**config.mk**
```make
export PLATFORM = sky130hd
export DESIGN_NAME = booth_seq_mult_ctrl_flat
export DESIGN_NICKNAME = d
export VERILOG_FILES = /design/src/rtl/booth_seq_mult_ctrl_if.sv /design/src/rtl/booth_seq_mult_ctrl.sv /design/src/flat_wrapper.sv
export SDC_FILE = /design/constraint.sdc
export NUM_CORES = 1
export LEC_CHECK = 0
export ABC_CLOCK_PERIOD_IN_PS = 4000
export CAP_MARGIN = 10
export CORE_ASPECT_RATIO = 1.2
export CORE_MARGIN = 4
export CORE_UTILIZATION = 53
export CTS_CLUSTER_DIAMETER = 120
export CTS_CLUSTER_SIZE = 25
export DETAILED_ROUTE_END_ITERATION = 10
export PLACE_DENSITY = 0.77
export SYNTH_ARGS = -nofsm -noshare
export SYNTH_HDL_FRONTEND = slang
export SYNTH_SLANG_ARGS = --single-unit
```
**constraint.sdc**
```tcl
create_clock -name clk -period 4 [get_ports clk]
set_clock_uncertainty 0.05 [all_clocks]
set_input_delay 0.8 -clock clk [delete_from_list [all_inputs] [get_ports clk]]
set_output_delay 0.8 -clock clk [all_outputs]
set_load 0.03 [all_outputs]
```
**src/rtl/booth_seq_mult_ctrl_if.sv**
```systemverilog
// Start/ready handshake and result bus between the system bus registers
// and the radix-4 Booth multiply sequencer.
interface booth_seq_mult_ctrl_if #(
    parameter int unsigned NUMBER_OF_BITS = 12
);
    logic                          start;
    logic [NUMBER_OF_BITS-1:0]     multiplicand;
    logic [NUMBER_OF_BITS-1:0]     multiplier;
    logic                          ready;
    logic                          busy;
    logic                          done;
    logic [2*NUMBER_OF_BITS-1:0]   product;

    modport master (
        output start, multiplicand, multiplier,
        input  ready, busy, done, product
    );

    modport slave (
        input  start, multiplicand, multiplier,
        output ready, busy, done, product
    );
endinterface

```
**src/rtl/booth_seq_mult_ctrl.sv**
```systemverilog
// Sequential radix-4 Booth signed multiplier: one recoded digit per clock,
// exact 2N-bit product delivered with a one-cycle done pulse.
module booth_seq_mult_ctrl #(
    parameter int unsigned NUMBER_OF_BITS = 12
) (
    input  logic                  clk,
    input  logic                  rst,
    booth_seq_mult_ctrl_if.slave  bus
);
    localparam int unsigned N      = NUMBER_OF_BITS;
    localparam int unsigned PW     = 2 * N;
    localparam int unsigned DIGITS = N / 2;
    localparam int unsigned CNT_W  = (DIGITS > 1) ? $clog2(DIGITS) : 1;

    typedef enum logic [1:0] {
        S_IDLE = 2'd0,
        S_CALC = 2'd1,
        S_DONE = 2'd2
    } state_t;

    state_t           state_q;
    state_t           state_d;
    logic [CNT_W-1:0] cnt_q;
    logic [PW-1:0]    acc_q;
    logic [PW-1:0]    mcand_q;
    logic [N:0]       mplier_q;
    logic [PW-1:0]    product_q;
    logic             ready_q;
    logic             busy_q;
    logic             done_q;

    logic             accept_c;
    logic             step_c;
    logic             last_c;
    logic [PW-1:0]    mcand_x2_c;
    logic [PW-1:0]    addend_c;
    logic [PW-1:0]    acc_sum_c;

    // Next-state and datapath control
    always_comb begin
        state_d  = state_q;
        accept_c = 1'b0;
        step_c   = 1'b0;
        last_c   = 1'b0;
        case (state_q)
            S_IDLE: begin
                if (bus.start) begin
                    accept_c = 1'b1;
                    state_d  = S_CALC;
                end
            end
            S_CALC: begin
                step_c = 1'b1;
                if (cnt_q == CNT_W'(DIGITS - 1)) begin
                    last_c  = 1'b1;
                    state_d = S_DONE;
                end
            end
            S_DONE: state_d = S_IDLE;
            default: state_d = S_IDLE;
        endcase
    end

    // mcand_q already carries the 4^i weight; mplier_q[2:0] is the current Booth triple
    always_comb begin
        mcand_x2_c = {mcand_q[PW-2:0], 1'b0};
        addend_c   = '0;
        case (mplier_q[2:0])
            3'b001, 3'b010: addend_c = mcand_q;
            3'b011:         addend_c = mcand_x2_c;
            3'b100:         addend_c = ~mcand_x2_c + PW'(1);
            3'b101, 3'b110: addend_c = ~mcand_q + PW'(1);
            default:        addend_c = '0;
        endcase
        acc_sum_c = acc_q + addend_c;
    end

    always_ff @(posedge clk or posedge rst) begin
        if (rst) begin
            state_q <= S_IDLE;
        end else begin
            state_q <= state_d;
        end
    end

    always_ff @(posedge clk or posedge rst) begin
        if (rst) begin
            cnt_q     <= '0;
            acc_q     <= '0;
            mcand_q   <= '0;
            mplier_q  <= '0;
            product_q <= '0;
        end else if (accept_c) begin
            cnt_q    <= '0;
            acc_q    <= '0;
            mcand_q  <= {{N{bus.multiplicand[N-1]}}, bus.multiplicand};
            mplier_q <= {bus.multiplier, 1'b0};
        end else if (step_c) begin
            cnt_q    <= cnt_q + CNT_W'(1);
            acc_q    <= acc_sum_c;
            mcand_q  <= {mcand_q[PW-3:0], 2'b00};
            mplier_q <= {2'b00, mplier_q[N:2]};
            if (last_c) begin
                product_q <= acc_sum_c;
            end
        end
    end

    // Status flags follow the next state so they change on the same edge as state
    always_ff @(posedge clk or posedge rst) begin
        if (rst) begin
            ready_q <= 1'b1;
            busy_q  <= 1'b0;
            done_q  <= 1'b0;
        end else begin
            ready_q <= (state_d == S_IDLE);
            busy_q  <= (state_d == S_CALC);
            done_q  <= (state_d == S_DONE);
        end
    end

    assign bus.ready   = ready_q;
    assign bus.busy    = busy_q;
    assign bus.done    = done_q;
    assign bus.product = product_q;

endmodule
```
**src/flat_wrapper.sv**
```systemverilog
// flat-port wrapper written by rule: the top's interface ports become plain ports
module booth_seq_mult_ctrl_flat 
#(
    parameter int unsigned NUMBER_OF_BITS = 12
)
  (clk, rst, bus_start, bus_multiplicand, bus_multiplier, bus_ready, bus_busy, bus_done, bus_product);
  booth_seq_mult_ctrl_if #(.NUMBER_OF_BITS(NUMBER_OF_BITS)) bus_i ();
  input  logic clk;
  input  logic rst;
  input wire logic [$bits(bus_i.start)-1:0] bus_start;
  input wire logic [$bits(bus_i.multiplicand)-1:0] bus_multiplicand;
  input wire logic [$bits(bus_i.multiplier)-1:0] bus_multiplier;
  output wire logic [$bits(bus_i.ready)-1:0] bus_ready;
  output wire logic [$bits(bus_i.busy)-1:0] bus_busy;
  output wire logic [$bits(bus_i.done)-1:0] bus_done;
  output wire logic [$bits(bus_i.product)-1:0] bus_product;
  assign bus_i.start = bus_start;
  assign bus_i.multiplicand = bus_multiplicand;
  assign bus_i.multiplier = bus_multiplier;
  assign bus_ready = bus_i.ready;
  assign bus_busy = bus_i.busy;
  assign bus_done = bus_i.done;
  assign bus_product = bus_i.product;
  booth_seq_mult_ctrl #(.NUMBER_OF_BITS(NUMBER_OF_BITS)) u_core (.clk(clk), .rst(rst), .bus(bus_i));
endmodule
```
==> results.md, run 1 <==
- Share of the yosys chip area belonging to registers: 36.7%
- Maximum cell stage delay along the critical path: 470 ps
- Worst-case hold path end point: u_core.bus.product[0]
- Power density relative to cell area: 1000 nW/µm²
- Total overflow reported by the global router: 0
- Syn Inst Count: 765
- Number of max-slew violations in the final report: 0
- R2R cell count: 16
- Number of global-route vias before repair: 5,924
- Share of the clock period used by the worst path after layout: 96.2%
- Relative area change from synthesis to final layout: 21.8%
- Count of unresolved DRC violations after routing: 0
- Synthesized flop and latch total: 93
- Origin of the worst min-delay path: u_core.bus.product[0]
- Transition time at the pin with the least slew margin: 867 ps
- Worst setup slack before clock tree synthesis: around 13 ps
- Outcome: complete, no violations
- Final routed wirelength across all metal layers: 18,000 µm
- Syn nets: 819
- Top achievable clock speed: 0.260 GHz
- Clk Latency, worst-skew pair: 350 ps
- Most frequently used flop master after synthesis: dfrtp_1
- Critical path start-end classification: reg2reg
- Endpoint required time on the critical path: between 4000 and 5000 ps
- Std-Cell Rows: 43
- Layout cell share with drive strength beyond 1: about an eighth
- Static Leak: 3.29 nW
- Maximum vdd ir drop: 633 µV
- Number of fill cells in the layout: about 990
- Num CTS Buffers: 9
- Number of nets in the finished design: 869
- Buffer and inverter count on the worst path: 1
- Placed Area: slightly above 7000 µm²
- Number of distinct standard cells referenced by the synthesized netlist: 63
- DIE HEIGHT: 128 µm
- R2r endpoint: u_core.bus.product[23]
- Maxcap violations: 0
- Slowest cell on crit path: or4_1
- Initial DRC count: 490
- Clock tree from TritonCTS: yes
- Minimum setup slack among reg-to-reg paths: 150 ps
- Final Cell Area: 7720 µm²
- Syn Std Cell Area: 6340 µm²
- Number of synthesized flops with an enable pin: 0
- Router iterations before antenna repair: 5
- Hold violation total from the final report: 0
- Total power consumption of the routed design: 7.75 mW
- Antenna violation net count after detailed routing: 0
- Worst path arrival time: between 4000 and 5000 ps
- Routed length per placed instance: 18.4 µm
- Post-cts hold buffer count: 0
- Headroom to the max-slew limit: 42.1%
- Final critical-path setup slack: roughly 150 ps
- Path class of the lowest-slack min-delay path: reg2reg
- Cell family contributing the most delay on the critical path: compound AO/OA/AOI/OAI gates
- Number of H-tree branching levels: 3
- Post-Synthesis Mean Instance Area: 8.29 µm²
- Launch instance of the worst register-to-register path: u_core.mcand_q[2]
- Category of the worst setup path launch point: flip-flop
- Starting density of the core: 54.6%
- First-pass GRT wire length: 29,500 µm
- Via count of the routed design: about 6.1k
- Critical path capture point type: flip-flop
- Diode insertion count for antenna repair: 0
- Total global routing track utilization: 26.8%
- Clock Tree Root: clkbuf_16
- Worst-path fanout max: 11
- Ys async rst share: 100%
- DIE AREA: 13,800 µm²
- I/O pin count: 54
- Multi-input combinational cell area: 3890 µm²
- Floorplan Core Area: 11,600 µm²
- Placed wire-length estimate: 13,200 µm
- Total setup violations reported at the end of the flow: 0
- Maximum number of pins on one net before global-route repair: 49
- Clock edge transition at the registers on the reported setup and hold paths: 70 ps
- Clock period minus final worst setup slack: roughly 3800 ps
- Tightest hold margin: about 430 ps
- Antenna violations before repair: 0
- Worst hold path cell count: 2
- Number of warnings reported in the yosys synthesis log: 0
- Critical-path cell list: nor3_4 > nand3_1 > buf_4 > or4_1 > nand2_1 > xnor2_1 > a22oi_1 > o21ai_1 > ha_4 > nand2_1 > nor2_1 > a2111oi_4 > a21oi_4 > a2111oi_4 > nor4_2 > o31ai_1
- Area of all sequential standard cells: between 2000 and 2500 µm²
- Clock Path Buffers: 2
- Via-per-instance ratio: 6.21
- Die X: 108 µm
- Number of port buffers: 53
- Weighted congestion reported at the end of routability-driven placement: 0.976
- CTS sink cnt: 93
==> tightest hold or removal path, stage by stage, from the launching register on <==
cell	delay (ps)
dfrtp_1	340
nand2_1	50
nand2_1	60
==> registers in the layout (all words and copies together), names as in the netlist <==
register,count
u_core.bus.busy,1
u_core.bus.done,1
u_core.acc_q,24
u_core.state_q,2
u_core.bus.product,24
u_core.bus.ready,1
u_core.mcand_q,24
u_core.mplier_q,13
u_core.cnt_q,3
==> where the power goes <==
group,switching [mW],internal [mW]
Combinational,2.95,2.14
Sequential,0.376,1.35
Clock,0.377,0.555
Total,3.70,4.05
==> cells in the mapped netlist, drive strengths merged (7+ instances only) <==
| library cell | n | area [µm²] |
|---|---|---|
| nor2 | 35 | 131 |
| nand2 | 98 | 368 |
| o211ai | 7 | 52.6 |
| clkbuf | 57 | 215 |
| or3 | 10 | 67.6 |
| xor2 | 10 | 87.6 |
| dfrtp | 92 | 2300 |
| mux2 | 7 | 78.8 |
| a31oi | 7 | 43.8 |
| a22oi | 42 | 315 |
| o21a | 9 | 67.6 |
| or2 | 7 | 43.8 |
| ha | 26 | 325 |
| nand2b | 10 | 62.6 |
| a22o | 11 | 96.3 |
| xnor2 | 21 | 184 |
| a21o | 14 | 105 |
| o31ai | 17 | 128 |
| nor2b | 19 | 119 |
| nand3 | 14 | 75.1 |
| nor3 | 17 | 90.1 |
| inv | 17 | 63.8 |
| a21oi | 48 | 240 |
| o21ai | 100 | 500 |
==> cells by family after synthesis <==
kind of cell	after synthesis	synth area share, %
AOI/OAI and AO/OA	288	28.8
and+or+nand+nor	237	18.2
DFF	93	36.7
buffers and inverters	79	4.81
xor gates and xnor gates	31	4.28
adders and majority gates	27	5.44
muxes	10	1.72
==> per-layer routing <==
layer,GRT usage (%),part of all wire (%)
met2,43.2,48
met5,0,0
met1,35.3,42
met3,4.18,5.7
met4,12.3,3.7
==> per-stage QoR <==
step	TNS (ps)	utilization, %	cells
after floorplan	0	-	765
after global placement	0	62.3	960
after detailed placement	0	62.3	960
after CTS	0	65.1	976
after global routing	-51.1	66.5	977
final	0	66.5	977
==> worst max-delay path by stage <==
| stage | start | endpoint | slack, ps | depth (start not counted) |
|---|---|---|---|---|
| floorplan | u_core.mcand_q[2] | u_core.bus.product[23] | 20 | 17 |
| global placement | u_core.mcand_q[9] | u_core.acc_q[23] | 110 | 15 |
| detailed placement | u_core.mcand_q[9] | u_core.bus.product[23] | 10 | 15 |
| CTS | u_core.mcand_q[1] | u_core.acc_q[21] | 7 | 17 |
| global route | u_core.mcand_q[0] | u_core.bus.product[23] | -30 | 17 |
| finish | u_core.mcand_q[2] | u_core.bus.product[23] | 150 | 16 |
==> layout make-up <==
class,instances,share of cell area (%)
inverters,17,0.842
well taps,157,2.54
clock buffers,10,2.96
multi-input cells,593,50.4
clock inverters,6,1.21
flip-flops and latches,93,30.1
repair buffers,101,11.9
==> repair_timing <==
| item | in CTS | in global routing |
|---|---|---|
| buffers inserted | 0 | 1 |
| cloned | 0 | 0 |
| setup endpoints to repair | 1 | 19 |
| pin swaps | 0 | 5 |
| gates resized for setup | 1 | 28 |
==> placed cells by master, fill, tap and decap left out, types with 18 or more instances in the layout <==
| cell | count |
|---|---|
| clkdlybuf4s50_1 | 53 |
| o21ai_1 | 18 |
| a21oi_1 | 42 |
| buf_4 | 46 |
| o21ai_0 | 80 |
| dfrtp_1 | 92 |
| nand2_1 | 98 |
| xnor2_1 | 21 |
| a22oi_1 | 42 |
| nor2b_1 | 18 |
| ha_1 | 23 |
| nor2_1 | 35 |
Note: power is estimated with default switching activity, not from simulation.
==> inputs of run 2 (changes only) <==
Settings changed: CORE_UTILIZATION 53 to 55, CTS_BUF_LIST set to sky130_fd_sc_hd__clkbuf_2, CTS_CLUSTER_DIAMETER 120 to 100, PLACE_DENSITY 0.77 to 0.79.
==> results.md, run 2 (synthesis gave the netlist of run 1 again) <==
- Hold violation total from the final report: 0 (unchanged)
- Cell family contributing the most delay on the critical path: simple AND/OR/NAND/NOR gates (was compound AO/OA/AOI/OAI gates)
- Total global routing track utilization: 27.7% (was 26.8%)
- Critical path capture point type: flip-flop (unchanged)
- Number of max-slew violations in the final report: 0 (unchanged)
- Num CTS Buffers: 9 (unchanged)
- Critical-path cell list: nor3_4 > nand3_2 > buf_4 > or2_1 > o21ai_1 > xnor2_1 > a21oi_1 > o21ai_2 > ha_2 > a21o_1 > a21oi_1 > nor2b_1 > or2_1 > or4_1 > nand3_1 (was nor3_4 > nand3_1 > buf_4 > or4_1 > nand2_1 > xnor2_1 > a22oi_1 > o21ai_1 > ha_4 > nand2_1 > nor2_1 > a2111oi_4 > a21oi_4 > a2111oi_4 > nor4_2 > o31ai_1)
- Highest-count cells in the layout ignoring fill and taps: nand2_1, dfrtp_1, o21ai_0 (unchanged)
- Critical path start-end classification: reg2reg (unchanged)
- Number of fill cells in the layout: 919 (was 987)
- Final routed wirelength across all metal layers: 18,600 µm (was 18,000 µm)
- Total overflow reported by the global router: 0 (unchanged)
- Antenna violations before repair: 0 (unchanged)
- Count of unresolved DRC violations after routing: 0 (unchanged)
- Path class of the lowest-slack min-delay path: reg2reg (unchanged)
- Power density relative to cell area: 968 nW/µm² (was 1000 nW/µm²)
- Die X: 106 µm (was 108 µm)
- Post-cts hold buffer count: 0 (unchanged)
- Layout cell share with drive strength beyond 1: 15.9% (was 12.9%)
- Outcome: complete, no violations (unchanged)
- Maximum cell stage delay along the critical path: 510 ps (was 470 ps)
- Antenna violation net count after detailed routing: 0 (unchanged)
- Worst setup slack before clock tree synthesis: -0.486 ps (was 12.5 ps)
- Final standard cell count with taps included and fillers excluded: 982 (was 977)
- Transition time at the pin with the least slew margin: 1050 ps (was 867 ps)
- Maximum vdd ir drop: 646 µV (was 633 µV)
- DIE AREA: 13,300 µm² (was 13,800 µm²)
- Buffer and inverter count on the worst path: 1 (unchanged)
- Category of the worst setup path launch point: flip-flop (unchanged)
- Clock period minus final worst setup slack: 3900 ps (was 3850 ps)
- Clock Tree Root: clkbuf_2 (was clkbuf_16)
- Clock Path Buffers: 2 (unchanged)
- CTS sink cnt: 93 (unchanged)
- Number of port buffers: 53 (unchanged)
- Tightest hold margin: 473 ps (was 430 ps)
- Via-per-instance ratio: 6.26 (was 6.21)
- Share of the clock period used by the worst path after layout: 97.6% (was 96.2%)
- Total setup violations reported at the end of the flow: 0 (unchanged)
- Clk Latency, worst-skew pair: 560 ps (was 350 ps)
- Inst Count DP: 965 (was 960)
- Initial DRC count: 517 (was 490)
- Endpoint required time on the critical path: 4450 ps (was 4180 ps)
- Number of H-tree branching levels: 3 (unchanged)
- Placed wire-length estimate: 13,600 µm (was 13,200 µm)
- Top achievable clock speed: 0.256 GHz (was 0.260 GHz)
- Maximum number of pins on one net before global-route repair: 94 (was 49)
- Weighted congestion reported at the end of routability-driven placement: 0.952 (was 0.976)
- Number of global-route vias before repair: 5,976 (was 5,924)
- Router iterations before antenna repair: 6 (was 5)
- Std-Cell Rows: 42 (was 43)
- I/O pin count: 54 (unchanged)
- Routed length per placed instance: 18.9 µm (was 18.4 µm)
- Maxcap violations: 0 (unchanged)
- Headroom to the max-slew limit: 29.8% (was 42.1%)
- Most frequent standard cell in the layout excluding fill and tap cells: nand2_1 (unchanged)
- DIE HEIGHT: 126 µm (was 128 µm)
- Relative area change from synthesis to final layout: 20.3% (was 21.8%)
- Diode insertion count for antenna repair: 0 (unchanged)
- Floorplan Core Area: 11,100 µm² (was 11,600 µm²)
- Via count of the routed design: 6,150 (was 6,072)
- First-pass GRT wire length: 30,100 µm (was 29,500 µm)
- Clock edge transition at the registers on the reported setup and hold paths: 260 ps (was 70 ps)
- Slowest cell on crit path: or4_1 (unchanged)
- Clock tree from TritonCTS: yes (unchanged)
- Worst-path fanout max: 7 (was 11)
- Starting density of the core: 56.9% (was 54.6%)
- Final critical-path setup slack: 96.6 ps (was 150 ps)
- Worst path arrival time: 4350 ps (was 4030 ps)
- Static Leak: 3.25 nW (was 3.29 nW)
- Number of nets in the finished design: 877 (was 869)
## run 2: cell count changes in the layout (fill, tap and decap cells not counted), sizes merged
cell | previous run | this run
clkinvlp | 1 | 3
clkbuf | 10 | 11
clkinv | 1 | 2
inv | 19 | 17
bufinv | 2 | 0
buf | 48 | 56
## run 2: path summary, 6_finish.rpt
| kind | endpoint | cells past startpoint | from | slack [ps] |
|---|---|---|---|---|
| max in group asynchronous | u_core.acc_q[1] | 3 | rst | 2940 |
| min reg2reg | u_core.acc_q[3] | 2 | u_core.acc_q[3] | 470 |
| min | u_core.acc_q[3] | 2 | u_core.acc_q[3] | 470 |
| max | u_core.bus.product[20] | 15 | u_core.mcand_q[4] | 100 |
| max reg2reg | u_core.bus.product[20] | 15 | u_core.mcand_q[4] | 100 |
| min in group asynchronous | u_core.acc_q[20] | 3 | rst | 590 |
## run 2: through the flow
step           instance area, µm²  TNS, ps  utilization, %  total power [mW]
2_1_floorplan                6360        0               -              5.01
3_3_place_gp                 7300        0            65.5              6.39
3_5_place_dp                 7300   -0.654            65.5              6.55
4_1_cts                      7410        0            66.5              7.01
5_1_grt                      7630     -359            68.5              7.96
6_report                     7630        0            68.5              7.39
## run 2: final cells by class
type | instances | area, µm² | share of cell area (%)
Timing Repair Buffer | 109 | 980 | 12.8
Multi-Input combinational cell | 593 | 3970 | 52.0
Sequential cell | 93 | 2330 | 30.5
Tap cell | 154 | 193 | 2.53
Clock buffer | 11 | 55.1 | 0.722
Clock inverter | 5 | 36.3 | 0.476
Inverter | 17 | 65.1 | 0.853
## run 2: tightest hold or removal path: stages, from the launching register on
cell     delay (ps)
dfrtp_1         400
nand2_1          50
o21ai_0          60
## run 2: power breakdown
group          switching, mW  internal (mW)
Clock                  0.332         0.0873
Sequential             0.397           1.35
Combinational           2.99           2.24
## run 2: metal layers
layer  up-vias  track usage [%]  part of all wire, %
met5         -                0                    0
met4         0             9.45                  2.6
met3        40             3.43                  4.8
met2       211             45.4                   49
met1      3013             38.1                   43
li1       2886                -                    -
## run 2: repair_timing
item	CTS	global route
endpoints found under the setup margin	6	18
setup buffers	0	1
pin swaps	0	15
gates resized for setup	4	44
cloned	0	0
==> RTL change: new RTL, flow settings as in run 1 <==
`NUMBER_OF_BITS` is set to 12 in 3 places; all go to 6.
--- a/src/rtl/booth_seq_mult_ctrl_if.sv
+++ b/src/rtl/booth_seq_mult_ctrl_if.sv
@@ -1,7 +1,7 @@
 // Start/ready handshake and result bus between the system bus registers
 // and the radix-4 Booth multiply sequencer.
 interface booth_seq_mult_ctrl_if #(
-    parameter int unsigned NUMBER_OF_BITS = 12
+    parameter int unsigned NUMBER_OF_BITS = 6
 );
     logic                          start;
     logic [NUMBER_OF_BITS-1:0]     multiplicand;
--- a/src/rtl/booth_seq_mult_ctrl.sv
+++ b/src/rtl/booth_seq_mult_ctrl.sv
@@ -1,7 +1,7 @@
 // Sequential radix-4 Booth signed multiplier: one recoded digit per clock,
 // exact 2N-bit product delivered with a one-cycle done pulse.
 module booth_seq_mult_ctrl #(
-    parameter int unsigned NUMBER_OF_BITS = 12
+    parameter int unsigned NUMBER_OF_BITS = 6
 ) (
     input  logic                  clk,
     input  logic                  rst,
--- a/src/flat_wrapper.sv
+++ b/src/flat_wrapper.sv
@@ -1,7 +1,7 @@
 // flat-port wrapper written by rule: the top's interface ports become plain ports
 module booth_seq_mult_ctrl_flat 
 #(
-    parameter int unsigned NUMBER_OF_BITS = 12
+    parameter int unsigned NUMBER_OF_BITS = 6
 )
   (clk, rst, bus_start, bus_multiplicand, bus_multiplier, bus_ready, bus_busy, bus_done, bus_product);
   booth_seq_mult_ctrl_if #(.NUMBER_OF_BITS(NUMBER_OF_BITS)) bus_i ();
Interface: changed (resized bus_multiplicand, bus_multiplier and bus_product); port bits go from 54 to 30. The function was not compared with the original's and may differ.
==> RTL change against run 1 <==
  * Cell area fell by 54%
  * Fmax rose by 6.2%
  * Clock power fell by 67%
  * Wire length fell by 60%
  * Sequential cell count fell by 43
  * Highest routed layer unchanged
  * Worst setup slack improved by 0.22 ns
  * Power fell by 57%
  * Synthesized cell count fell by 53%
  * Synthesized area fell by 50%
==> RTL change: results (changes against run 1) <==
- Worst slack, placed: 0.3620 ns (was 0.01255 ns)
- H-tree level count: 2 (was 3)
- Largest net degree at the start of global routing: 51 (was 49)
- Met2 Resource Use GR: 0.3421 (was 0.4323)
- Met3 Wirelength: 302 um (was 1.020 mm)
- Area Growth Syn to Fin: 10.90% (was 21.78%)
- Mean Syn Cell Area: 8.838 um2 (was 8.291 um2)
- Number of cell rows: 30 (was 43)
- Max incr delay on CP: 0.45 ns (was 0.47 ns)
- Reg2Reg Setup Slack: 0.37 ns (was 0.15 ns)
- Setup crit end: u_core.acc_q[11] (was u_core.bus.product[23])
- Register-to-Register Path Depth: 17 (was 16)
- Placed cells: 449 (was 960)
- Layout cells sized above 1: 0.07162 (was 0.1293)
- RR Startpoint: u_core.mcand_q[0] (was u_core.mcand_q[2])
- Worst-Margin Slew: 1.035 ns (was 0.8672 ns)
- Final hold slack: 0.4412 ns (was 0.4301 ns)
- Clock sinks: 50 (was 93)
- Synth top area cells: dfrtp_1, o21ai_0, nand2_1, ha_1, a22oi_1 (unchanged)
- Non-clk invs: 13 (was 17)
- Sequential fraction of total cell area: 0.3540 (was 0.3015)
- M1 wire length: 3.205 mm (was 7.640 mm)
- Buffering overhead: 0.09477 (was 0.1186)
- WL per Instance: 15.68 um (was 18.42 um)
- Clk pin slew, worst setup/hold paths: 0.10 ns (was 0.07 ns)
- Clock Tree Root: clkbuf_8 (was clkbuf_16)
- Syn nets: 390 (was 819)
- Tmin final: 3.626 ns (was 3.850 ns)
- Wire length on met2: 3.568 mm (was 8.664 mm)
- Synth top area share: 0.3843 (was 0.3630)
- Clock network area share: 0.02652 (was 0.04179)
- Clock Latency Late Sink: 0.31 ns (was 0.35 ns)
- Fillers: 504 (was 987)
- Via density: 5.792 (was 6.215)
- Clock buffer count: 5 (was 10)
- Post_cts resized: 0 (was 1)
- DPL Wire Length: 5.221 mm (was 13.16 mm)
- HP Start: u_core.bus.product[11] (was u_core.bus.product[0])
- Initial DRT Pass Iterations: 4 (was 5)
- Hold Path End: u_core.bus.product[11] (was u_core.bus.product[0])
- Critical Path AT: 3.77 ns (was 4.03 ns)
- Most common library cells after synthesis: nand2_1, dfrtp_1, o21ai_0, a21oi_1 (was nand2_1, dfrtp_1, o21ai_0, clkbuf_1, a21oi_1)
- Leak Pwr: 0.001542 uW (was 0.003294 uW)
- Status: complete, no violations (unchanged)
- Internal Power: 1695 uW (was 4050 uW)
- Vias in the first global route: 2489 (was 5924)
- Multi-input gate area: 1708 um2 (was 3895 um2)
- Sequential share of power: 0.297 (was 0.223)
- Clock group power: 311 uW (was 931 uW)
- First-pass GRT wire length: 12.32 mm (was 29.49 mm)
- Nonclk buf count: 35 (was 101)
- Slowest cell on crit path: dfrtp_1 (was or4_1)
- GR met3 Demand/Resource: 0.02987 (was 0.04181)
- DR vias: 2647 (was 6072)
- Register area share after synthesis: 0.3925 (was 0.3671)
- Fin nets: 405 (was 869)
- Post-synthesis cell type count: 53 (was 63)
==> RTL change: cell count changes after synthesis, sizes merged, moves of 10 or more <==
| cell | delta |
|---|---|
| dfrtp | -43 |
| xnor2 | -10 |
| nand2 | -47 |
| o31ai | -16 |
| nor2b | -11 |
| nor2 | -18 |
| nand3 | -12 |
| ha | -13 |
| o21ai | -50 |
| a21o | -10 |
| clkbuf | -39 |
| a21oi | -26 |
| nor3 | -10 |
| a22oi | -25 |
==> RTL change: kinds of logic (layout without fill, tap and decap cells) <==
group | count (synthesis) | count (layout) | synth area share
buffers and inverters | 40 | 56 | 0.07372
multiplexers | 5 | 5 | 0.01647
adder cells (fa/ha/maj) | 14 | 14 | 0.05726
AND/OR/NAND/NOR | 117 | 117 | 0.1827
XOR/XNOR | 19 | 19 | 0.05216
flip-flops | 50 | 50 | 0.3926
AO/OA/AOI/OAI | 116 | 116 | 0.2251
